--- src/rtl/crd_multilane.sv ---
// rtl/crd_multilane.sv - multi-lane running-disparity checker, two-stage pipeline
// Optional per-lane saturating error counters when CRD_ERR_CNT_EN is defined.
module crd_multilane #(
    parameter int LANES = 4,
    parameter int SYM_W = 10,
    parameter int CNT_W = 8
) (
    input  logic                   clk,
    input  logic                   rst,
    input  logic                   in_valid,
    input  logic [LANES*SYM_W-1:0] data_in,
    input  logic [LANES-1:0]       resync,
    input  logic                   clr_err,
    output logic                   out_valid,
    output logic [LANES-1:0]       rd_out,
    output logic [LANES-1:0]       rd_known,
    output logic [LANES-1:0]       disp_err,
    output logic [LANES-1:0]       code_err,
    output logic [LANES-1:0]       err_sticky,
    output logic [LANES*CNT_W-1:0] err_cnt
);
    localparam int HALF = SYM_W / 2;
    localparam int CW   = $clog2(SYM_W + 1);

    typedef enum logic [1:0] {RD_INIT = 2'd0, RD_NEG = 2'd1, RD_POS = 2'd2} rd_state_e;

    logic                   s1_valid_q;
    logic [LANES*SYM_W-1:0] s1_data_q;
    logic [LANES-1:0]       s1_resync_q;

    rd_state_e        state_q [LANES];
    rd_state_e        state_d [LANES];
    rd_state_e        cur_state [LANES];
    logic [CW-1:0]    lane_ones [LANES];

    logic             out_valid_q, out_valid_d;
    logic [LANES-1:0] rd_out_q, rd_out_d;
    logic [LANES-1:0] rd_known_q, rd_known_d;
    logic [LANES-1:0] disp_err_q, disp_err_d;
    logic [LANES-1:0] code_err_q, code_err_d;
    logic [LANES-1:0] err_sticky_q, err_sticky_d;

    function automatic logic [CW-1:0] ones(input logic [SYM_W-1:0] s);
        logic [CW-1:0] c;
        c = '0;
        for (int i = 0; i < SYM_W; i++) c = c + CW'(s[i]);
        return c;
    endfunction

    always_comb begin
        out_valid_d  = s1_valid_q;
        rd_out_d     = '0;
        rd_known_d   = '0;
        disp_err_d   = '0;
        code_err_d   = '0;
        for (int k = 0; k < LANES; k++) begin
            lane_ones[k] = ones(s1_data_q[k*SYM_W +: SYM_W]);
            // resync evaluates the symbol as if the lane had never locked
            cur_state[k] = s1_resync_q[k] ? RD_INIT : state_q[k];
            state_d[k]   = state_q[k];
            if (s1_valid_q) begin
                state_d[k] = cur_state[k];
                if (lane_ones[k] == CW'(HALF)) begin
                    state_d[k] = cur_state[k];
                end else if (lane_ones[k] == CW'(HALF + 1)) begin
                    if (cur_state[k] == RD_POS) disp_err_d[k] = 1'b1;
                    state_d[k] = RD_POS;
                end else if (lane_ones[k] == CW'(HALF - 1)) begin
                    if (cur_state[k] == RD_NEG) disp_err_d[k] = 1'b1;
                    state_d[k] = RD_NEG;
                end else begin
                    code_err_d[k] = 1'b1;
                end
                rd_out_d[k]   = (state_d[k] == RD_POS);
                rd_known_d[k] = (state_d[k] != RD_INIT);
            end
        end
        err_sticky_d = (clr_err ? '0 : err_sticky_q) | disp_err_d | code_err_d;
    end

    always_ff @(posedge clk) begin
        if (rst) begin
            s1_valid_q   <= 1'b0;
            s1_data_q    <= '0;
            s1_resync_q  <= '0;
            out_valid_q  <= 1'b0;
            rd_out_q     <= '0;
            rd_known_q   <= '0;
            disp_err_q   <= '0;
            code_err_q   <= '0;
            err_sticky_q <= '0;
            for (int k = 0; k < LANES; k++) state_q[k] <= RD_INIT;
        end else begin
            s1_valid_q   <= in_valid;
            s1_data_q    <= data_in;
            s1_resync_q  <= in_valid ? resync : '0;
            out_valid_q  <= out_valid_d;
            rd_out_q     <= rd_out_d;
            rd_known_q   <= rd_known_d;
            disp_err_q   <= disp_err_d;
            code_err_q   <= code_err_d;
            err_sticky_q <= err_sticky_d;
            for (int k = 0; k < LANES; k++) state_q[k] <= state_d[k];
        end
    end

`ifdef CRD_ERR_CNT_EN
    logic [LANES*CNT_W-1:0] err_cnt_q, err_cnt_d;
    logic [LANES-1:0]       lane_err;

    always_comb begin
        lane_err  = disp_err_d | code_err_d;
        err_cnt_d = err_cnt_q;
        for (int k = 0; k < LANES; k++) begin
            if (clr_err)
                err_cnt_d[k*CNT_W +: CNT_W] = lane_err[k] ? CNT_W'(1) : '0;
            else if (lane_err[k] && (err_cnt_q[k*CNT_W +: CNT_W] != {CNT_W{1'b1}}))
                err_cnt_d[k*CNT_W +: CNT_W] = err_cnt_q[k*CNT_W +: CNT_W] + CNT_W'(1);
        end
    end

    always_ff @(posedge clk) begin
        if (rst) err_cnt_q <= '0;
        else     err_cnt_q <= err_cnt_d;
    end

    assign err_cnt = err_cnt_q;
`else
    assign err_cnt = '0;
`endif

    assign out_valid  = out_valid_q;
    assign rd_out     = rd_out_q;
    assign rd_known   = rd_known_q;
    assign disp_err   = disp_err_q;
    assign code_err   = code_err_q;
    assign err_sticky = err_sticky_q;
endmodule
--- config.mk ---
export PLATFORM = sky130hd
export DESIGN_NAME = crd_multilane
export DESIGN_NICKNAME = d
export VERILOG_FILES = /design/src/rtl/crd_multilane.sv
export SDC_FILE = /design/constraint.sdc
export NUM_CORES = 1
export LEC_CHECK = 0
export ABC_AREA = 1
export ABC_CLOCK_PERIOD_IN_PS = 3400
export CAP_MARGIN = 20
export CORE_MARGIN = 5
export CORE_UTILIZATION = 48
export DETAILED_ROUTE_END_ITERATION = 7
export GPL_ROUTABILITY_DRIVEN = 0
export PLACE_DENSITY = 0.81
export SLEW_MARGIN = 5
export SYNTH_ARGS = -nofsm -noshare
export SYNTH_HDL_FRONTEND = slang
export SYNTH_SLANG_ARGS = --single-unit
--- constraint.sdc ---
create_clock -name clk -period 3.4 [get_ports clk]
set_input_delay 0.68 -clock clk [delete_from_list [all_inputs] [get_ports clk]]
set_output_delay 0.68 -clock clk [all_outputs]
set_load 0.005 [all_outputs]
== After elaboration in Yosys (flattened, before gate mapping) ==
Memory sizes are Yosys's and may differ from the RTL's.
Index checks and enable logic that the tools add are counted.
Storage, ports and cells
  register bits after elaboration: 66
  input bits: 48
  RAM bits: 8
  memories kept: 1
  word-level logic and storage cells: 156
  output and inout port bits: 53
Memory list
  state_q: words 4, bits a word 2, rd ports 4, clocked after memory_dff 0, wr ports 4, line 31  | rd_state_e state_q [LANES];
Operators by class
  equality and inequality tests: 24
  muxes and demuxes: 72
  bitwise gates (word level): 8
  $add $sub $neg: 36
  reduce and logical (&&, ||, !) cells: 6
Operators with widths (count)
  $add A4 B1 Y4: 24
  $mux W2: 28
  $eq A4 B3 Y1 const B: 12
  $mux W1: 43
  $add A3 B1 Y4: 4
  $eq A2 B2 Y1 const B: 8
  $add A2 B1 Y3: 4
  $add A1 B1 Y2: 4
  $eq A2 B1 Y1 const B: 4
  $or A4 B4 Y4: 2
  $reduce_bool A2 Y1: 4
  $mux W4: 1
  $or A1 B1 Y1: 4
  $reduce_or A2 Y1: 2
  $not A1 Y1: 2

== Depth between registers and ports, before layout ==
Gate-level depths: netlist (run 1).
  word-level depth: 16
  mapped depth: 15
  depth with buffers taken out: 15

== Worst setup path after synthesis (run 1) ==
Ideal clock, no wire load.
  path kind: reg-to-reg
  from: register s1_data_q[20]
  to: register rd_out_q[2] (netlist: rd_out[2])
  path slack: 0.341 ns
  cell stages (with the launch flop): 15
  arrival time: 2.948 ns
  buffers on the path: 0
  path through: dfxtp_1 > fa_1 > fa_1 > inv_1 > fa_1 > inv_1 > ha_1 > fa_1 > nor2_1 > nand3_1 > nand2_2 > nand2_1 > nand2_1 > and2_1 > nor2_1
On the way
  cells in the longest elaborated chain, start to end: 15
  elaborated cells between the ends (all ways): 17
  those cells by class: add/sub (9); eq/ne (4); mux (4)
Ends and longest elaborated chain
  start, declared: line 28  | logic [LANES*SYM_W-1:0] s1_data_q;
  start signal, assigned: line 95  | s1_data_q <= data_in;
  $add A1 B1 Y2 (*): line 46  | for (int i = 0; i < SYM_W; i++) c = c + CW'(s[i]);
  $add A2 B1 Y3 (*): line 46
  $add A3 B1 Y4 (*): line 46
  $add A4 B1 Y4 (*) (6 in a row): line 46
  $eq A4 B3 Y1: line 68  | end else if (lane_ones[k] == CW'(HALF - 1)) begin
  $mux W2: line 68
  $mux W2: line 65  | end else if (lane_ones[k] == CW'(HALF + 1)) begin
  $mux W2 (*): line 63  | if (lane_ones[k] == CW'(HALF)) begin
  $mux W2 (*): line 61  | if (s1_valid_q) begin
  $eq A2 B2 Y1 (*): line 74  | rd_out_d[k] = (state_d[k] == RD_POS);
  end signal, assigned: line 98  | rd_out_q <= rd_out_d;
  end, declared: line 37  | logic [LANES-1:0] rd_out_q, rd_out_d;
Every way passes the cells marked *; elsewhere a longest branch is shown, timed or not. The select of a mux whose other input is x is not followed.
A chain may end at the register's enable or synchronous reset.

==> summary.md, run 1 <==
| Metric | Value |
|---|---|
| Status | finished clean |
| Crit-path cells | fa_1 -> fa_1 -> inv_1 -> fa_1 -> inv_1 -> ha_2 -> fa_2 -> nor2_2 -> nand3_1 -> nand2_2 -> nand2_1 -> nand2_1 -> nand2_1 -> nand2_1 -> nand2_1 |
| Post-synthesis sequential area ratio | 0.4226 |
| Area grow syn2layout | 24.45% |
| Arr. time, crit path | 3.45 ns |
| CTS tree | yes |
| Gr ovfl total | 0 |
| Final HPWL DP | between 4 and 5 mm |
| Area occupied by multi-input gates | ~1400 um^2 |
| DIE WIDTH | 95.46 um |
| Nets | between 500 and 600 |
| Area contributors post-synth | dfxtp_1, fa_1, inv_1 |
| Ant diodes | 0 |
| Period utilisation layout | 0.9454 |
| Asr flop ratio synth | 0 |
| Largest net degree at the start of global routing | 45 |
| Fin crit period | about 3.2 ns |
| Top_reg_cell synth | dfxtp_1 |
| Max Slew Vio Count | 0 |
| R2R cell count | 15 |
| Root buffer cell | clkbuf_8 |
| DIE AREA | 9113 um^2 |
| Initial antenna violation count | 0 |
| WL final | 6.080 mm |
| Internal | between 0.001 and 0.0015 W |
| Starting Density | 0.4886 |
| GRT Util Overall | 0.1437 |
| Core Area | 7176 um^2 |
| Clock Power Share | 0.315 |
| Final setup TNS | 0 ns |
| Unrepaired setup endpoints after global routing | no |
| Num ports | 101 |
| Wire per inst | 10.10 um |
| Clk buf depth | 2 |
| Hold/Removal Path Class | reg -> reg |
| Setup slack after layout | 0.1858 ns |
| Fillers | 634 |
| DRC | 0 |
| Cts hold-fix bufs | 0 |
| Height of the chip | 95.46 um |
| ANT nets after route | 0 |
| Critical Path Sink | state_q[2][1]$_SDFFE_PP0P_ |
| DRT Pass-1 Iters | 4 |
| Register area | 1481 um^2 |
| First-pass GRT wire length | 10.24 mm |
| Critical Path Source Type | flop |
| Sw frac | 0.3052 |
| CP dominant cell by count | nand2_1 |
| Ratio of cells with drive above 1 in the final layout | 0.06759 |
| Setup CP Type | reg -> reg |
| CTS buffer count | 9 |
| Netlist cell types | 18 |
| Yosys Warn Count | 0 |
| Leakage | 2.278 nW |
| Synth Instances | 426 |
| Average size of a mapped cell | 8.230 um^2 |
| Crit path largest cell delay | 0.53 ns |
| Clk_skew | 0.006385 ns |
| P_sw | about 0.00065 W |
| Worst r2r dst | state_q[2][1]$_SDFFE_PP0P_ |
| Sink Count | 74 |
| Rel. slew slack | 0.4818 |
| Dominant cell type by area after synthesis | dfxtp_1 |
| Power share of the combinational group | 0.249 |
| Routed via count | about 2500 |
| Drt first-iter violations | 59 |
| Seq pwr share | 0.435 |
| Vias in the first global route | ~2600 |
| CP Capture Type | flop |
| Hold Path Depth | 2 |
| VDD IR max | roughly 0.25 mV |
| Placed insts | approximately 600 |
| Yosys reg bits | 74 |
| PortBufs | 68 |
| Pwr/cell area | 491.4 nW/um^2 |
| Data required time at the worst endpoint | 3.63 ns |
| Layout Cells excl Fill | around 600 |
| Worst setup path startpoint | s1_data_q[23]$_SDFF_PP0_ |
| Fin. Hold Viols | 0 |
| Count leader, synth | inv_1 |
| Place WS | 0.09917 ns |
| Post-synth top cells | inv_1, dfxtp_1, nor2_1 |
| Post-synth EDFFs | 0 |
| Reg2reg start | s1_data_q[23]$_SDFF_PP0_ |
| Cell area after synthesis | around 3500 um^2 |
| Clk Latency, worst-skew pair | 0.34 ns |
| Max_cap viols | 0 |
| Htree depth | 3 |
| Std-Cell Rows | 31 |
| Setup violators final | 0 |
| Slew @ Worst Pin | around 0.78 ns |
| Post-synth top area share | 0.4226 |
| Worst reg-to-reg setup slack | 0.19 ns |
| Crit-path max FO | 4 |
| Via density | 4.231 |
| Slowest CP cell | fa_1 |
| CTS clk-pin slew, worst paths | approximately 0.080 ns |
| Max frequency | 0.3111 GHz |
==> cells by family (layout without fill, tap and decap cells) <==
kind of cell    after synthesis  count (layout)  synth area share
simple gates                148             148            0.1842
fa+ha+maj                    32              32            0.1656
compound gates               12              12           0.01713
flops                        74              74            0.4226
other cells                   1              32          0.001070
buf+inv                     159             205            0.2095
==> per-layer routing <==
layer	GRT usage	routed length [um]	vias up
met5	0	0	-
met4	0.08412	143	0
met3	0.03394	368	16
met2	0.2536	3142	88
met1	0.1560	2425	1153
li1	-	-	1290
==> power by group through the flow <==
stage          Combinational, W  Sequential [W]  Clock [W]
5_1_grt                0.000617        0.000939   0.000747
3_3_place_gp           0.000482        0.000952          0
6_report               0.000534        0.000933   0.000676
2_1_floorplan          0.000384        0.000952          0
3_5_place_dp           0.000517        0.000954          0
4_1_cts                0.000523        0.000934   0.000704
==> cell type report <==
class / count / share of cell area
Multi-Input combinational cell: 224 / 0.3258
Clock buffer: 9 / 0.02839
Sequential cell: 74 / 0.3395
Tap cell: 99 / 0.02839
Clock inverter: 7 / 0.01807
Inverter: 120 / 0.1032
Timing Repair Buffer: 69 / 0.1566
==> worst min-delay path by stage <==
stage,start,end,slack (ns)
after floorplan,state_q[0][1]$_SDFFE_PP0P_,state_q[0][1]$_SDFFE_PP0P_,0.43
after global placement,state_q[2][1]$_SDFFE_PP0P_,state_q[2][1]$_SDFFE_PP0P_,0.44
after detailed placement,state_q[3][1]$_SDFFE_PP0P_,state_q[3][1]$_SDFFE_PP0P_,0.44
after CTS,state_q[3][1]$_SDFFE_PP0P_,state_q[3][1]$_SDFFE_PP0P_,0.46
after global routing,state_q[3][1]$_SDFFE_PP0P_,state_q[3][1]$_SDFFE_PP0P_,0.47
final,state_q[3][1]$_SDFFE_PP0P_,state_q[3][1]$_SDFFE_PP0P_,0.46
==> critical path: cells and delay by family, from the launching register on <==
family        cells  cell delay [ns]
buf+inv           2             0.10
simple gates      8             0.64
flops             1             0.32
fa+ha+maj         5             2.05
==> state kept, by name (all words and copies together), names as in the netlist <==
register and count:
rd_known 4, out_valid 1, code_err 4, s1_resync_q 4
err_sticky 4, rd_out 4, state_q 8, s1_data_q 40
out_valid_d 1, disp_err 4
==> cells in the final DEF, fill, tap and decap left out <==
| cell type | Yosys | final |
|---|---|---|
| inv_8 | 0 | 1 |
| nor2_2 | 1 | 2 |
| conb_1 | 1 | 32 |
| nand2_2 | 4 | 5 |
| ha_1 | 8 | 7 |
| clkinvlp_4 | 0 | 2 |
| nand4_1 | 4 | 4 |
| clkinv_4 | 0 | 2 |
| fa_2 | 0 | 3 |
| buf_4 | 33 | 1 |
| nor2_4 | 1 | 1 |
| buf_2 | 5 | 1 |
| nor2_1 | 62 | 61 |
| fa_1 | 24 | 21 |
| dfxtp_1 | 74 | 74 |
| clkdlybuf4s50_1 | 0 | 67 |
| nand3_1 | 20 | 20 |
| nand2_1 | 48 | 47 |
| clkbuf_8 | 0 | 9 |
| ha_2 | 0 | 1 |
| clkinv_2 | 0 | 1 |
| and2_1 | 4 | 4 |
| bufinv_16 | 0 | 1 |
| o21ai_0 | 12 | 12 |
| inv_1 | 120 | 120 |
| nand3_2 | 4 | 4 |
==> stage by stage <==
stage                     power (W)  hold WS [ns]  utilization  area (um^2)
final                      0.002144        0.4574       0.6080         4363
after global routing       0.002303        0.4696       0.6080         4363
after global placement     0.001434        0.4402       0.5766         4138
after CTS                  0.002161        0.4595       0.6049         4340
after floorplan            0.001336        0.4260            -         3622
after detailed placement   0.001472        0.4445       0.5766         4138
==> timing repair <==
action | in CTS | in global routing
endpoints found under the setup margin | 0 | 7
buffers inserted | 0 | 1
resized for setup | 0 | 6
Note: power is estimated with default switching activity, not from simulation.
==> run 2: changes to the inputs <==
PLACE_DENSITY = 0.83   (was 0.81)
SLEW_MARGIN = 0   (was 5)
==> summary.md, run 2 (synthesis results as in run 1) <==
| Metric | Value |
|---|---|
| WL final | 5.728 mm (-5.8%) |
| Clk_skew | 0.007449 ns (+0.001065 ns) |
| DIE WIDTH | 95.46 um (unchanged) |
| CTS clk-pin slew, worst paths | 0.08 ns (about the same) |
| Cts hold-fix bufs | 0 (unchanged) |
| Critical Path Source Type | flop |
| Nets | 577 (-0.17%) |
| Final HPWL DP | 4.640 mm (-5.2%) |
| First-pass GRT wire length | 9.984 mm (-2.5%) |
| Routed via count | 2479 (-2.7%) |
| Post-CTS setup buffers | 0 (unchanged) |
| ANT nets after route | 0 (unchanged) |
| Post-CTS sizing | 0 (unchanged) |
| Starting Density | 0.4886 (unchanged) |
| Core Area | 7176 um^2 (unchanged) |
| Via density | 4.125 (-2.5%) |
| Status | finished clean |
| GRT Util Overall | 0.1397 (-0.003996) |
| Fin crit period | 3.219 ns (+0.005049 ns) |
| DRT Pass-1 Iters | 4 (unchanged) |
| DRC | 0 (unchanged) |
| Pwr/cell area | 504.5 nW/um^2 (+2.7%) |
| Vias in the first global route | 2573 (-1.5%) |
| Commonest non-fill, non-tap cell in the layout | inv_1 |
| Initial antenna violation count | 0 (unchanged) |
| VDD IR max | 0.2183 mV (-12%) |
| Slew @ Worst Pin | 0.8023 ns (+0.02502 ns) |
| Gr ovfl total | 0 (unchanged) |
| Arr. time, crit path | 3.46 ns (about the same) |
| Fillers | 628 (-0.95%) |
| Setup slack after layout | 0.1807 ns (-0.005049 ns) |
| Top flop regs | s1_data_q x40, state_q x8 |
| Rel. slew slack | 0.4651 (-0.01668) |
| Area grow syn2layout | 24.80% |
| CTS tree | yes |
| Ratio of cells with drive above 1 in the final layout | 0.06175 (-0.005841) |
| Sink Count | 74 (unchanged) |
| Drt first-iter violations | 81 (+37%) |
| Register name with the most flops | s1_data_q |
| Data required time at the worst endpoint | 3.64 ns (about the same) |
| Period utilisation layout | 0.9468 (+0.001485) |
| Fin. Hold Viols | 0 (unchanged) |
| Root buffer cell | clkbuf_8 |
| Largest net degree at the start of global routing | 45 (unchanged) |
| Max Slew Vio Count | 0 (unchanged) |
| Number of flip-flops under the largest register name | 40 (unchanged) |
| Place WS | 0.1399 ns (+0.04070 ns) |
| Num ports | 101 (unchanged) |
| PortBufs | 68 (unchanged) |
| DIE AREA | 9113 um^2 (unchanged) |
| Clk buf depth | 2 (unchanged) |
| Crit-path cells | fa_1 -> fa_1 -> inv_1 -> fa_1 -> inv_1 -> ha_1 -> fa_2 -> nor2_1 -> nand3_1 -> nand2_2 -> nand2_1 -> nand2_1 -> and2_1 -> nor2_1 |
| Height of the chip | 95.46 um (unchanged) |
| Slowest CP cell | fa_1 |
| Setup CP Type | reg -> reg |
| Hold/Removal Path Class | reg -> reg |
| Leakage | 2.289 nW (+0.52%) |
| Max_cap viols | 0 (unchanged) |
| Commonest cells after routing, fill and taps aside | inv_1, dfxtp_1, clkdlybuf4s50_1, nor2_1, nand2_1 |
| Wire per inst | 9.531 um (-5.6%) |
| CP dominant cell by count | fa_1 |
| Crit-path max FO | 4 (unchanged) |
| Htree depth | 3 (unchanged) |
| Setup violators final | 0 (unchanged) |
| Ant diodes | 0 (unchanged) |
| WHS | 0.4534 ns (-0.003972 ns) |
| Unrepaired setup endpoints after global routing | yes |
| Max frequency | 0.3106 GHz (-0.16%) |
| Crit path largest cell delay | 0.51 ns (-0.02 ns) |
| CTS buffer count | 9 (unchanged) |
| Clk Latency, worst-skew pair | 0.34 ns (about the same) |
| CP Capture Type | flop |
| Std-Cell Rows | 31 (unchanged) |
==> run 2: path summary, 6_finish.rpt <==
path / startpoint / endpoint / slack (ns) / cells past startpoint
max reg2reg: s1_data_q[23]$_SDFF_PP0_ / rd_out[2]$_SDFF_PP0_ / 0.18 / 14
min: state_q[2][1]$_SDFFE_PP0P_ / state_q[2][1]$_SDFFE_PP0P_ / 0.45 / 2
max: s1_data_q[23]$_SDFF_PP0_ / rd_out[2]$_SDFF_PP0_ / 0.18 / 14
min reg2reg: state_q[2][1]$_SDFFE_PP0P_ / state_q[2][1]$_SDFFE_PP0P_ / 0.45 / 2
==> run 2: through the flow <==
step,total power [W],setup TNS (ns),cell area [um^2],std cells,util
final,0.002208,0,4375,601,0.6098
after global routing,0.002361,-0.006275,4375,601,0.6098
after CTS,0.002221,0,4365,601,0.6084
after detailed placement,0.001466,0,4138,585,0.5766
after global placement,0.001434,0,4138,585,0.5766
after floorplan,0.001336,0,3622,457,-
==> run 2: metal layers <==
metal	vias up	part of all wire	GRT usage
met1	1110	0.42	0.1580
li1	1286	-	-
met4	0	0.019	0.07346
met2	70	0.49	0.2379
met3	13	0.068	0.04025
met5	-	0	0
==> run 2: where the power goes <==
group          switching, W  internal, W
combinational      0.000297     0.000226
clock              0.000318     0.000434
sequential        0.0000186     0.000913
==> run 2: worst max-delay path, delay by kind of cell (launching register included) <==
kind / cells / cell delay (ns)
buffers and inverters: 2 / 0.09
adders and majority gates: 5 / 2.01
and+or+nand+nor: 7 / 0.66
DFF: 1 / 0.32
==> run 2: area by class of cell <==
cell class / instances / area (um^2) / share of cell area
clock buffers: 10 / 137.6 / 0.03146
clock inverters: 6 / 90.09 / 0.02059
inverters: 120 / 450.4 / 0.1029
multi-input cells: 224 / 1416 / 0.3237
flip-flops and latches: 74 / 1481 / 0.3386
well taps: 99 / 123.9 / 0.02831
repair buffers: 68 / 675.6 / 0.1544
==> run 3: changes to the inputs <==
HOLD_SLACK_MARGIN = 0.1   (was unset)
==> results of run 3 <==
The final DEF is identical to that of run 2; final timing and power are the same.
